### src/rtl/zedcam_axi_lite_regs.sv
// -----------------------------------------------------------------------------
// zedcam_axi_lite_regs
//   AXI4-Lite slave register file on the ZedCam control port. It holds four
//   32-bit read/write control registers at byte offsets 0x0/0x4/0x8/0xC and
//   exports their live contents to the camera datapath.
//
//   The write and read channels are independent. Each channel has at most one
//   transaction in flight. An accepted address/data pair produces a one-cycle
//   READY pulse. The register commits at the edge that closes that pulse, and
//   the response goes VALID at the same edge. It stays VALID until the master
//   takes it.
//
// Ports
//   S_AXI_ACLK       clock; all logic on the rising edge
//   S_AXI_ARESET     synchronous active-high reset
//   S_AXI_AW*/W*/B*  write address, write data, write response channels
//   S_AXI_AR*/R*     read address and read data channels
//   ctrl_reg0..3     live register contents to the camera datapath
//
// Notes
//   Only address bits [3:2] are decoded. Higher addresses alias onto the four
//   registers, and bits [1:0] are ignored. The responses are always OKAY. The
//   block supports only C_S_AXI_DATA_WIDTH = 32 and C_S_AXI_ADDR_WIDTH >= 4.
// -----------------------------------------------------------------------------
module zedcam_axi_lite_regs #(
  parameter int C_S_AXI_DATA_WIDTH = 32,
  parameter int C_S_AXI_ADDR_WIDTH = 4
) (
  input  logic                            S_AXI_ACLK,
  input  logic                            S_AXI_ARESET,
  input  logic [C_S_AXI_ADDR_WIDTH-1:0]   S_AXI_AWADDR,
  input  logic [2:0]                      S_AXI_AWPROT,
  input  logic                            S_AXI_AWVALID,
  output logic                            S_AXI_AWREADY,
  input  logic [C_S_AXI_DATA_WIDTH-1:0]   S_AXI_WDATA,
  input  logic [C_S_AXI_DATA_WIDTH/8-1:0] S_AXI_WSTRB,
  input  logic                            S_AXI_WVALID,
  output logic                            S_AXI_WREADY,
  output logic [1:0]                      S_AXI_BRESP,
  output logic                            S_AXI_BVALID,
  input  logic                            S_AXI_BREADY,
  input  logic [C_S_AXI_ADDR_WIDTH-1:0]   S_AXI_ARADDR,
  input  logic [2:0]                      S_AXI_ARPROT,
  input  logic                            S_AXI_ARVALID,
  output logic                            S_AXI_ARREADY,
  output logic [C_S_AXI_DATA_WIDTH-1:0]   S_AXI_RDATA,
  output logic [1:0]                      S_AXI_RRESP,
  output logic                            S_AXI_RVALID,
  input  logic                            S_AXI_RREADY,
  output logic [C_S_AXI_DATA_WIDTH-1:0]   ctrl_reg0,
  output logic [C_S_AXI_DATA_WIDTH-1:0]   ctrl_reg1,
  output logic [C_S_AXI_DATA_WIDTH-1:0]   ctrl_reg2,
  output logic [C_S_AXI_DATA_WIDTH-1:0]   ctrl_reg3
);

  localparam int STRB_W = C_S_AXI_DATA_WIDTH / 8;

  typedef enum logic { W_IDLE, W_RESP } w_state_t;
  typedef enum logic { R_IDLE, R_DATA } r_state_t;

  w_state_t                      w_state;
  r_state_t                      r_state;
  logic                          aw_ready_q;  // shared AWREADY/WREADY pulse
  logic                          ar_ready_q;
  logic [C_S_AXI_DATA_WIDTH-1:0] rdata_q;
  logic [C_S_AXI_DATA_WIDTH-1:0] regs [4];

  logic [1:0] w_idx;
  logic [1:0] r_idx;
  assign w_idx = S_AXI_AWADDR[3:2];
  assign r_idx = S_AXI_ARADDR[3:2];

  // PROT and the byte-lane address bits carry no meaning for this register file.
  logic unused_ok;
  assign unused_ok = ^{S_AXI_AWPROT, S_AXI_ARPROT, S_AXI_AWADDR[1:0], S_AXI_ARADDR[1:0]};

  // Write channel. READY rises one cycle after both VALIDs are seen. The
  // register commits at the edge that closes the READY cycle, and the FSM then
  // waits in W_RESP until BREADY. No new request is accepted in W_RESP.
  // NOTE: sequential state uses non-blocking (<=) so that every flop samples pre-edge values.
  always_ff @(posedge S_AXI_ACLK) begin
    if (S_AXI_ARESET) begin
      w_state    <= W_IDLE;
      aw_ready_q <= 1'b0;
      // NOTE: the register array is reset explicitly because it drives ctrl_reg0..3 directly.
      for (int i = 0; i < 4; i++) regs[i] <= '0;
    end else begin
      case (w_state)
        W_IDLE: begin
          if (aw_ready_q) begin
            aw_ready_q <= 1'b0;
            if (S_AXI_AWVALID && S_AXI_WVALID) begin
              for (int b = 0; b < STRB_W; b++)
                if (S_AXI_WSTRB[b]) regs[w_idx][8*b +: 8] <= S_AXI_WDATA[8*b +: 8];
              w_state <= W_RESP;
            end
          end else if (S_AXI_AWVALID && S_AXI_WVALID) begin
            aw_ready_q <= 1'b1;
          end
        end
        W_RESP: begin
          if (S_AXI_BREADY) w_state <= W_IDLE;
        end
      endcase
    end
  end

  // Read channel. RDATA is captured at the AR handshake edge. If a write
  // commits to the same register at that edge, the read returns the old value.
  always_ff @(posedge S_AXI_ACLK) begin
    if (S_AXI_ARESET) begin
      r_state    <= R_IDLE;
      ar_ready_q <= 1'b0;
      rdata_q    <= '0;
    end else begin
      case (r_state)
        R_IDLE: begin
          if (ar_ready_q) begin
            ar_ready_q <= 1'b0;
            if (S_AXI_ARVALID) begin
              rdata_q <= regs[r_idx];
              r_state <= R_DATA;
            end
          end else if (S_AXI_ARVALID) begin
            ar_ready_q <= 1'b1;
          end
        end
        R_DATA: begin
          if (S_AXI_RREADY) r_state <= R_IDLE;
        end
      endcase
    end
  end

  assign S_AXI_AWREADY = aw_ready_q;
  assign S_AXI_WREADY  = aw_ready_q;
  assign S_AXI_BVALID  = (w_state == W_RESP);
  assign S_AXI_BRESP   = 2'b00;
  assign S_AXI_ARREADY = ar_ready_q;
  assign S_AXI_RVALID  = (r_state == R_DATA);
  assign S_AXI_RDATA   = rdata_q;
  assign S_AXI_RRESP   = 2'b00;

  assign ctrl_reg0 = regs[0];
  assign ctrl_reg1 = regs[1];
  assign ctrl_reg2 = regs[2];
  assign ctrl_reg3 = regs[3];

endmodule

### config.mk
export PLATFORM = sky130hd
export DESIGN_NAME = zedcam_axi_lite_regs
export DESIGN_NICKNAME = d
export VERILOG_FILES = /design/src/rtl/zedcam_axi_lite_regs.sv
export SDC_FILE = /design/constraint.sdc
export NUM_CORES = 1
export LEC_CHECK = 0
export ABC_AREA = 1
export BUFFER_PORTS_ARGS = -buffer_cell sky130_fd_sc_hd__clkbuf_2
export CAP_MARGIN = 15
export CORE_MARGIN = 1.5
export CORE_UTILIZATION = 53
export CTS_BUF_LIST = sky130_fd_sc_hd__clkbuf_8
export CTS_CLUSTER_SIZE = 24
export DETAILED_ROUTE_END_ITERATION = 7
export PLACE_DENSITY = 0.92
export RECOVER_POWER = 25
export SETUP_SLACK_MARGIN = 0.2
export SYNTH_ARGS = -nofsm -noshare
export SYNTH_HDL_FRONTEND = slang
export SYNTH_SLANG_ARGS = --single-unit
export TNS_END_PERCENT = 30
### constraint.sdc
create_clock -name S_AXI_ACLK -period 2.1 [get_ports S_AXI_ACLK]
set_input_delay 0 -clock S_AXI_ACLK [delete_from_list [all_inputs] [get_ports S_AXI_ACLK]]
set_output_delay 0 -clock S_AXI_ACLK [all_outputs]
set_load 0.05 [all_outputs]
==> After elaboration in Yosys (flattened, before gate mapping) <==
Memory sizes are Yosys's and may differ from the RTL's. A register that Yosys moved wholly into a read port is not among the register bits.
Index checks and enable logic that the tools add are counted.
W data, S select, Z words.
{ "op_classes": {"mux": 39, "n_bitwise": 2, "n_reduce_logical": 3} }
{ "op_table": {"columns": ["op", "n"], "rows": [
  ["$mux W1", 34],
  ["$mux W32", 1],
  ["$reduce_or A32 Y1", 1],
  ["$mux W4", 1],
  ["$pmux W1 S2", 2],
  ["$reduce_and A3 Y1", 1],
  ["$mux W2", 1],
  ["$not A1 Y1", 2],
  ["$logic_and A1 B1 Y1", 1]
]} }
{ "word_totals": {"regBits": 4, "ram_bits": 128, "out_inout_bits": 169, "word_cells": 49, "n_memories": 1} }
{ "mem_list": {"columns": ["name", "depth", "word_bits", "rd", "rd_ports_with_merged_regs", "write_ports", "line", "text"], "rows": [
  ["regs", 4, 32, 5, 1, 4, "66", "logic [C_S_AXI_DATA_WIDTH-1:0] regs [4];"]
]} }

==> Longest topological paths before layout <==
{ "depth": {"word_depth": 8, "depth_mapped": 8, "depth_no_buf": 7} }

==> Worst setup path before layout <==
Ideal clock, no wire load.
{ "synth_path": {"kind": "register to register", "start": "reg w_state (netlist: S_AXI_BVALID)", "end": "mem regs[3][0], enable pin", "t_arrival_ns": 1.796, "path_slack_ns": -0.066, "path_stages_with_launch": 9, "cell_sequence": "dfxtp_1 -> inv_2 -> nand2_2 -> nor2_8 -> o211ai_4 -> nand2_8 -> buf_12 -> o21a_1 -> nor2_1"} }
{ "synth_lines": {"columns": ["item", "line", "text"], "rows": [
  ["from (decl)", "61", "w_state_t w_state;"],
  ["from (signal assigned)", "83", "w_state <= W_IDLE;"],
  ["from (signal assigned)", "95", "w_state <= W_RESP;"],
  ["from (signal assigned)", "102", "if (S_AXI_BREADY) w_state <= W_IDLE;"],
  ["to (decl)", "66", null]
]} }

==> results_tabular.tex <==
\begin{tabular}{lr}
\hline
Metric & Value \\
\hline
\multicolumn{2}{l}{\textbf{Run status}} \\
\quad Outcome & finished, final reports clean \\
\multicolumn{2}{l}{\textbf{Setup path}} \\
\quad Arrival time at the worst endpoint & 2040 ps \\
\quad Ordered cell list for the critical path & inv\_2 > nand2\_2 > nor2\_8 > o211ai\_4 > nand2\_8 > o21a\_1 > nor2\_1 \\
\quad R2r endpoint & regs[3][21] \\
\quad Endpoint kind of the worst setup timing path & flop \\
\quad Cell with the largest stage delay on the worst path & sky130\_fd\_sc\_hd\_\_nor2\_1 \\
\quad Reg2reg start & S\_AXI\_BVALID \\
\quad Setup slack of the most critical reg-to-reg path & 150 ps \\
\quad Data required time of the worst path & 2190 ps \\
\quad Startpoint types & flop \\
\quad Number of cells on the worst reg-to-reg path & 7 \\
\quad Critical setup path kind & flop to flop \\
\quad Delay of the slowest cell on the worst path & 600 ps \\
\quad Maximum fanout encountered on the critical timing path & 8 \\
\multicolumn{2}{l}{\textbf{Placement}} \\
\quad RePlAce Congestion & 0.8662 \\
\quad \# port buffers & 211 \\
\quad Half-perimeter wire length after detailed placement & 13680 um \\
\quad Pre-CTS setup slack & 51.54 ps \\
\quad Placed instance area & 8568 um\^{}2 \\
\multicolumn{2}{l}{\textbf{Power and ir drop}} \\
\quad Reported net switching power & 2.068 mW \\
\quad Overall power after layout & 7.022 mW \\
\quad Internal cell power & 4.955 mW \\
\quad Reported leakage power & 3.963 nW \\
\quad Share of power burned in the clock network & 30.9\% \\
\quad Sequential cell fraction of total power & 52.8\% \\
\quad Sw Share & 29.44\% \\
\quad Worst-case vdd ir drop & 461.5 uV \\
\quad Logic gate share of total power & 16.3\% \\
\quad Ratio of total power to cell area & 763.8 nW/um\^{}2 \\
\multicolumn{2}{l}{\textbf{Global route}} \\
\quad Initial antenna violation count & 0 \\
\quad Global-route wire length before repair & 31320 um \\
\quad Overall routing resource usage & 28.55\% \\
\quad Remaining global-route overflow & 0 \\
\quad Largest net degree at the start of global routing & 65 \\
\quad Number of global-route vias before repair & 5983 \\
\multicolumn{2}{l}{\textbf{Run}} \\
\quad Max-cap violation count & 0 \\
\multicolumn{2}{l}{\textbf{Detailed routing}} \\
\quad Vias/cell & 5.287 \\
\quad Initial drt markers & 520 \\
\quad DRC violations left & 0 \\
\quad Antenna Nets Post-Route & 0 \\
\quad Wire length after detailed routing & 20220 um \\
\quad Via total after detailed routing & 6281 \\
\quad Wire length per cell after detailed routing & 17.02 um \\
\quad DR pass1 iterations & 5 \\
\multicolumn{2}{l}{\textbf{Timing}} \\
\quad Setup TNS after final layout & 0 ps \\
\quad Max-slew violation count & 0 \\
\quad Worst Tran Pin Value & 741.7 ps \\
\quad Worst rel slew slack & 50.37\% \\
\quad Unrepaired setup endpoints after global routing & true \\
\quad Final number of setup-violating endpoints & 0 \\
\quad Part of the cycle the worst path needs & 93.01\% \\
\quad Post-route minimum period & 1953 ps \\
\quad Fin worst setup slack & 146.7 ps \\
\quad Highest Clock Rate & 512.0 MHz \\
\quad Hold Fails Final Rpt & 0 \\
\quad Worst-case clock skew & 13.53 ps \\
\multicolumn{2}{l}{\textbf{Clocking}} \\
\quad CTS clk-pin slew, worst paths & 90 ps \\
\quad Maximum level of the CTS H-tree & 4 \\
\quad Clock latency on the worst-skew pair & 460 ps \\
\quad Clock tree sinks & 164 \\
\quad Inserted Clock Buffers & 17 \\
\quad CTS tree & built \\
\quad Cell chosen for the clock root & sky130\_fd\_sc\_hd\_\_clkbuf\_8 \\
\quad Largest buffer count on any clock path & 2 \\
\multicolumn{2}{l}{\textbf{Final layout}} \\
\quad Number of nets in the layout & 1057 \\
\quad Post-route design area & 9194 um\^{}2 \\
\quad Post-synthesis to final-layout area growth & 26.34\% \\
\quad Fraction of final layout cells sized beyond drive strength 1 & 18.18\% \\
\quad Ant. Diodes & 0 \\
\multicolumn{2}{l}{\textbf{Min path}} \\
\quad Hold path depth & 5 \\
\quad Hold path endpoint & S\_AXI\_BVALID \\
\quad Hold WC Path Type & primary input to flop \\
\quad Launch point of the worst hold path & S\_AXI\_WVALID \\
\multicolumn{2}{l}{\textbf{Synthesis}} \\
\quad Simple-Gate Fraction of Synth Area & 16.82\% \\
\quad Share of cell area taken by muxes after synthesis & 0\% \\
\quad Share of the synthesized area in compound gates (AO/OA/AOI/OAI) & 12.00\% \\
\quad Seq cells post-synth & 164 \\
\quad Xor-xnor portion of the synthesized cell area & 0\% \\
\quad Synthesis warning total & 0 \\
\quad Arithmetic-cell share of the synthesized area counting full adders, half adders and majority gates & 0\% \\
\quad Mapped Cells & 752 \\
\quad Part of the Yosys area used for sequential elements & 62.72\% \\
\quad Main combinational cell family by area after synthesis & simple AND/OR/NAND/NOR gates \\
\quad Number of distinct standard cells referenced by the synthesized netlist & 26 \\
\quad Per-instance average area after synthesis & 9.677 um\^{}2 \\
\quad Cell area after synthesis & 7277 um\^{}2 \\
\multicolumn{2}{l}{\textbf{Die}} \\
\quad Vertical extent of the die & 120.2 um \\
\quad Effective utilization at floorplan & 54.73\% \\
\quad Count of boundary I/O pins & 226 \\
\quad DIE AREA & 14440 um\^{}2 \\
\quad Width of the chip & 120.2 um \\
\quad Area of the core & 13300 um\^{}2 \\
\quad Site row count & 42 \\
\hline
\end{tabular}
## worst max-delay path: cells and delay by family (launching register included)
kind                   cells  cell delay [ps]
AND/OR/NAND/NOR            4              840
buffers and inverters      1               50
AO/OA/AOI/OAI              2              310
flip-flops                 1              370
## synth_stat cells (all sizes together)
cell type / instances / area (um^2)
nand4: 12 / 211.5
or2: 1 / 6.260
clkbuf: 22 / 82.58
edfxtp: 128 / 3844
inv: 106 / 397.9
o21ai: 128 / 640.6
conb: 1 / 3.750
a211oi: 1 / 7.510
nor2: 201 / 770.7
dfxtp: 36 / 720.7
o211ai: 2 / 42.54
o21a: 1 / 7.510
nor3: 1 / 5.000
nand2: 55 / 225.2
nand3: 1 / 5.000
a21oi: 35 / 175.2
buf: 21 / 131.4
## timing repair
| item | in CTS | in global routing |
|---|---|---|
| buffers inserted | 0 | 0 |
| hold buffers | 35 | 0 |
| hold endpoints to repair | 131 | 0 |
| endpoints found under the setup margin | 112 | 128 |
| resized for setup | 7 | 9 |
## worst max path at each step
stage	from	end	cells past startpoint
2_1_floorplan	S_AXI_BVALID	regs[3][0]	8
3_3_place_gp	S_AXI_BVALID	regs[0][30]	8
3_5_place_dp	S_AXI_BVALID	regs[0][29]	8
4_1_cts	S_AXI_BVALID	regs[3][2]	7
5_1_grt	S_AXI_BVALID	regs[2][28]	8
6_report	S_AXI_BVALID	regs[3][21]	7
## stage by stage
stage / utilization (%) / instances / hold WS (ps)
after floorplan: - / 755 / 177.5
after global placement: 64.45 / 1122 / 261.2
after detailed placement: 64.45 / 1122 / 301.0
after CTS: 69.95 / 1188 / 27.29
after global routing: 69.15 / 1188 / 47.09
final: 69.15 / 1188 / 35.76
## power by group through the flow
stage | Sequential [mW] | Clock [mW] | Combinational [mW]
2_1_floorplan | 4.24 | 0 | 0.336
3_3_place_gp | 3.77 | 0 | 1.08
3_5_place_dp | 3.78 | 0 | 1.10
4_1_cts | 3.70 | 2.17 | 1.16
5_1_grt | 3.72 | 2.29 | 1.22
6_report | 3.71 | 2.17 | 1.15
## metal layers
metal	global-route usage (%)	vias up	routed length, um
li1	-	2943	-
met5	0	-	0
met3	6.792	52	1785
met1	36.08	2916	7968
met2	47.50	370	9866
met4	11.68	0	598
## logic make-up (layout without fill, tap and decap cells)
group                  Yosys count  count (layout)
flip-flops                     164             164
buffers and inverters          149             406
AND/OR/NAND/NOR                271             271
other                            1               4
AO/OA/AOI/OAI                  167             167
## final cells by class
cell class	instances	area, um^2
inverter	106	397.9
multi-input combinational	442	2162
fill	1069	4101
clock buffer	19	261.5
tap	176	220.2
sequential	164	4567
timing repair buffer	269	1485
clock inverter	12	100.1
## sequential cells by signal, summed over array words and instances (netlist names)
signal	cells
S_AXI_ARREADY	1
S_AXI_AWREADY	1
S_AXI_BVALID	1
S_AXI_RDATA	32
S_AXI_RVALID	1
regs	128
## layout by cell type, fill, tap and decap left out
master,count
sky130_fd_sc_hd__nor2_8,1
sky130_fd_sc_hd__inv_1,106
sky130_fd_sc_hd__nand2_4,3
sky130_fd_sc_hd__inv_2,5
sky130_fd_sc_hd__edfxtp_1,128
sky130_fd_sc_hd__clkbuf_1,111
sky130_fd_sc_hd__nand2_8,1
sky130_fd_sc_hd__clkinv_1,3
sky130_fd_sc_hd__o21ai_1,20
sky130_fd_sc_hd__o21a_1,1
sky130_fd_sc_hd__dfxtp_1,34
sky130_fd_sc_hd__o211ai_4,2
sky130_fd_sc_hd__dfxtp_2,2
sky130_fd_sc_hd__nand2_2,8
sky130_fd_sc_hd__nand2_1,43
sky130_fd_sc_hd__nand3_2,1
sky130_fd_sc_hd__conb_1,4
sky130_fd_sc_hd__bufinv_16,2
sky130_fd_sc_hd__buf_16,1
sky130_fd_sc_hd__nand4_4,7
sky130_fd_sc_hd__buf_12,2
sky130_fd_sc_hd__o21ai_0,108
sky130_fd_sc_hd__clkinv_2,2
sky130_fd_sc_hd__a21oi_1,35
sky130_fd_sc_hd__dlygate4sd3_1,35
sky130_fd_sc_hd__nand4_2,5
sky130_fd_sc_hd__a211oi_1,1
sky130_fd_sc_hd__clkbuf_2,100
sky130_fd_sc_hd__nor3_1,1
sky130_fd_sc_hd__or2_2,1
sky130_fd_sc_hd__clkbuf_8,19
sky130_fd_sc_hd__buf_4,20
sky130_fd_sc_hd__nor2_2,2
sky130_fd_sc_hd__nor2_1,198
Note: power is estimated with default switching activity, not from simulation.
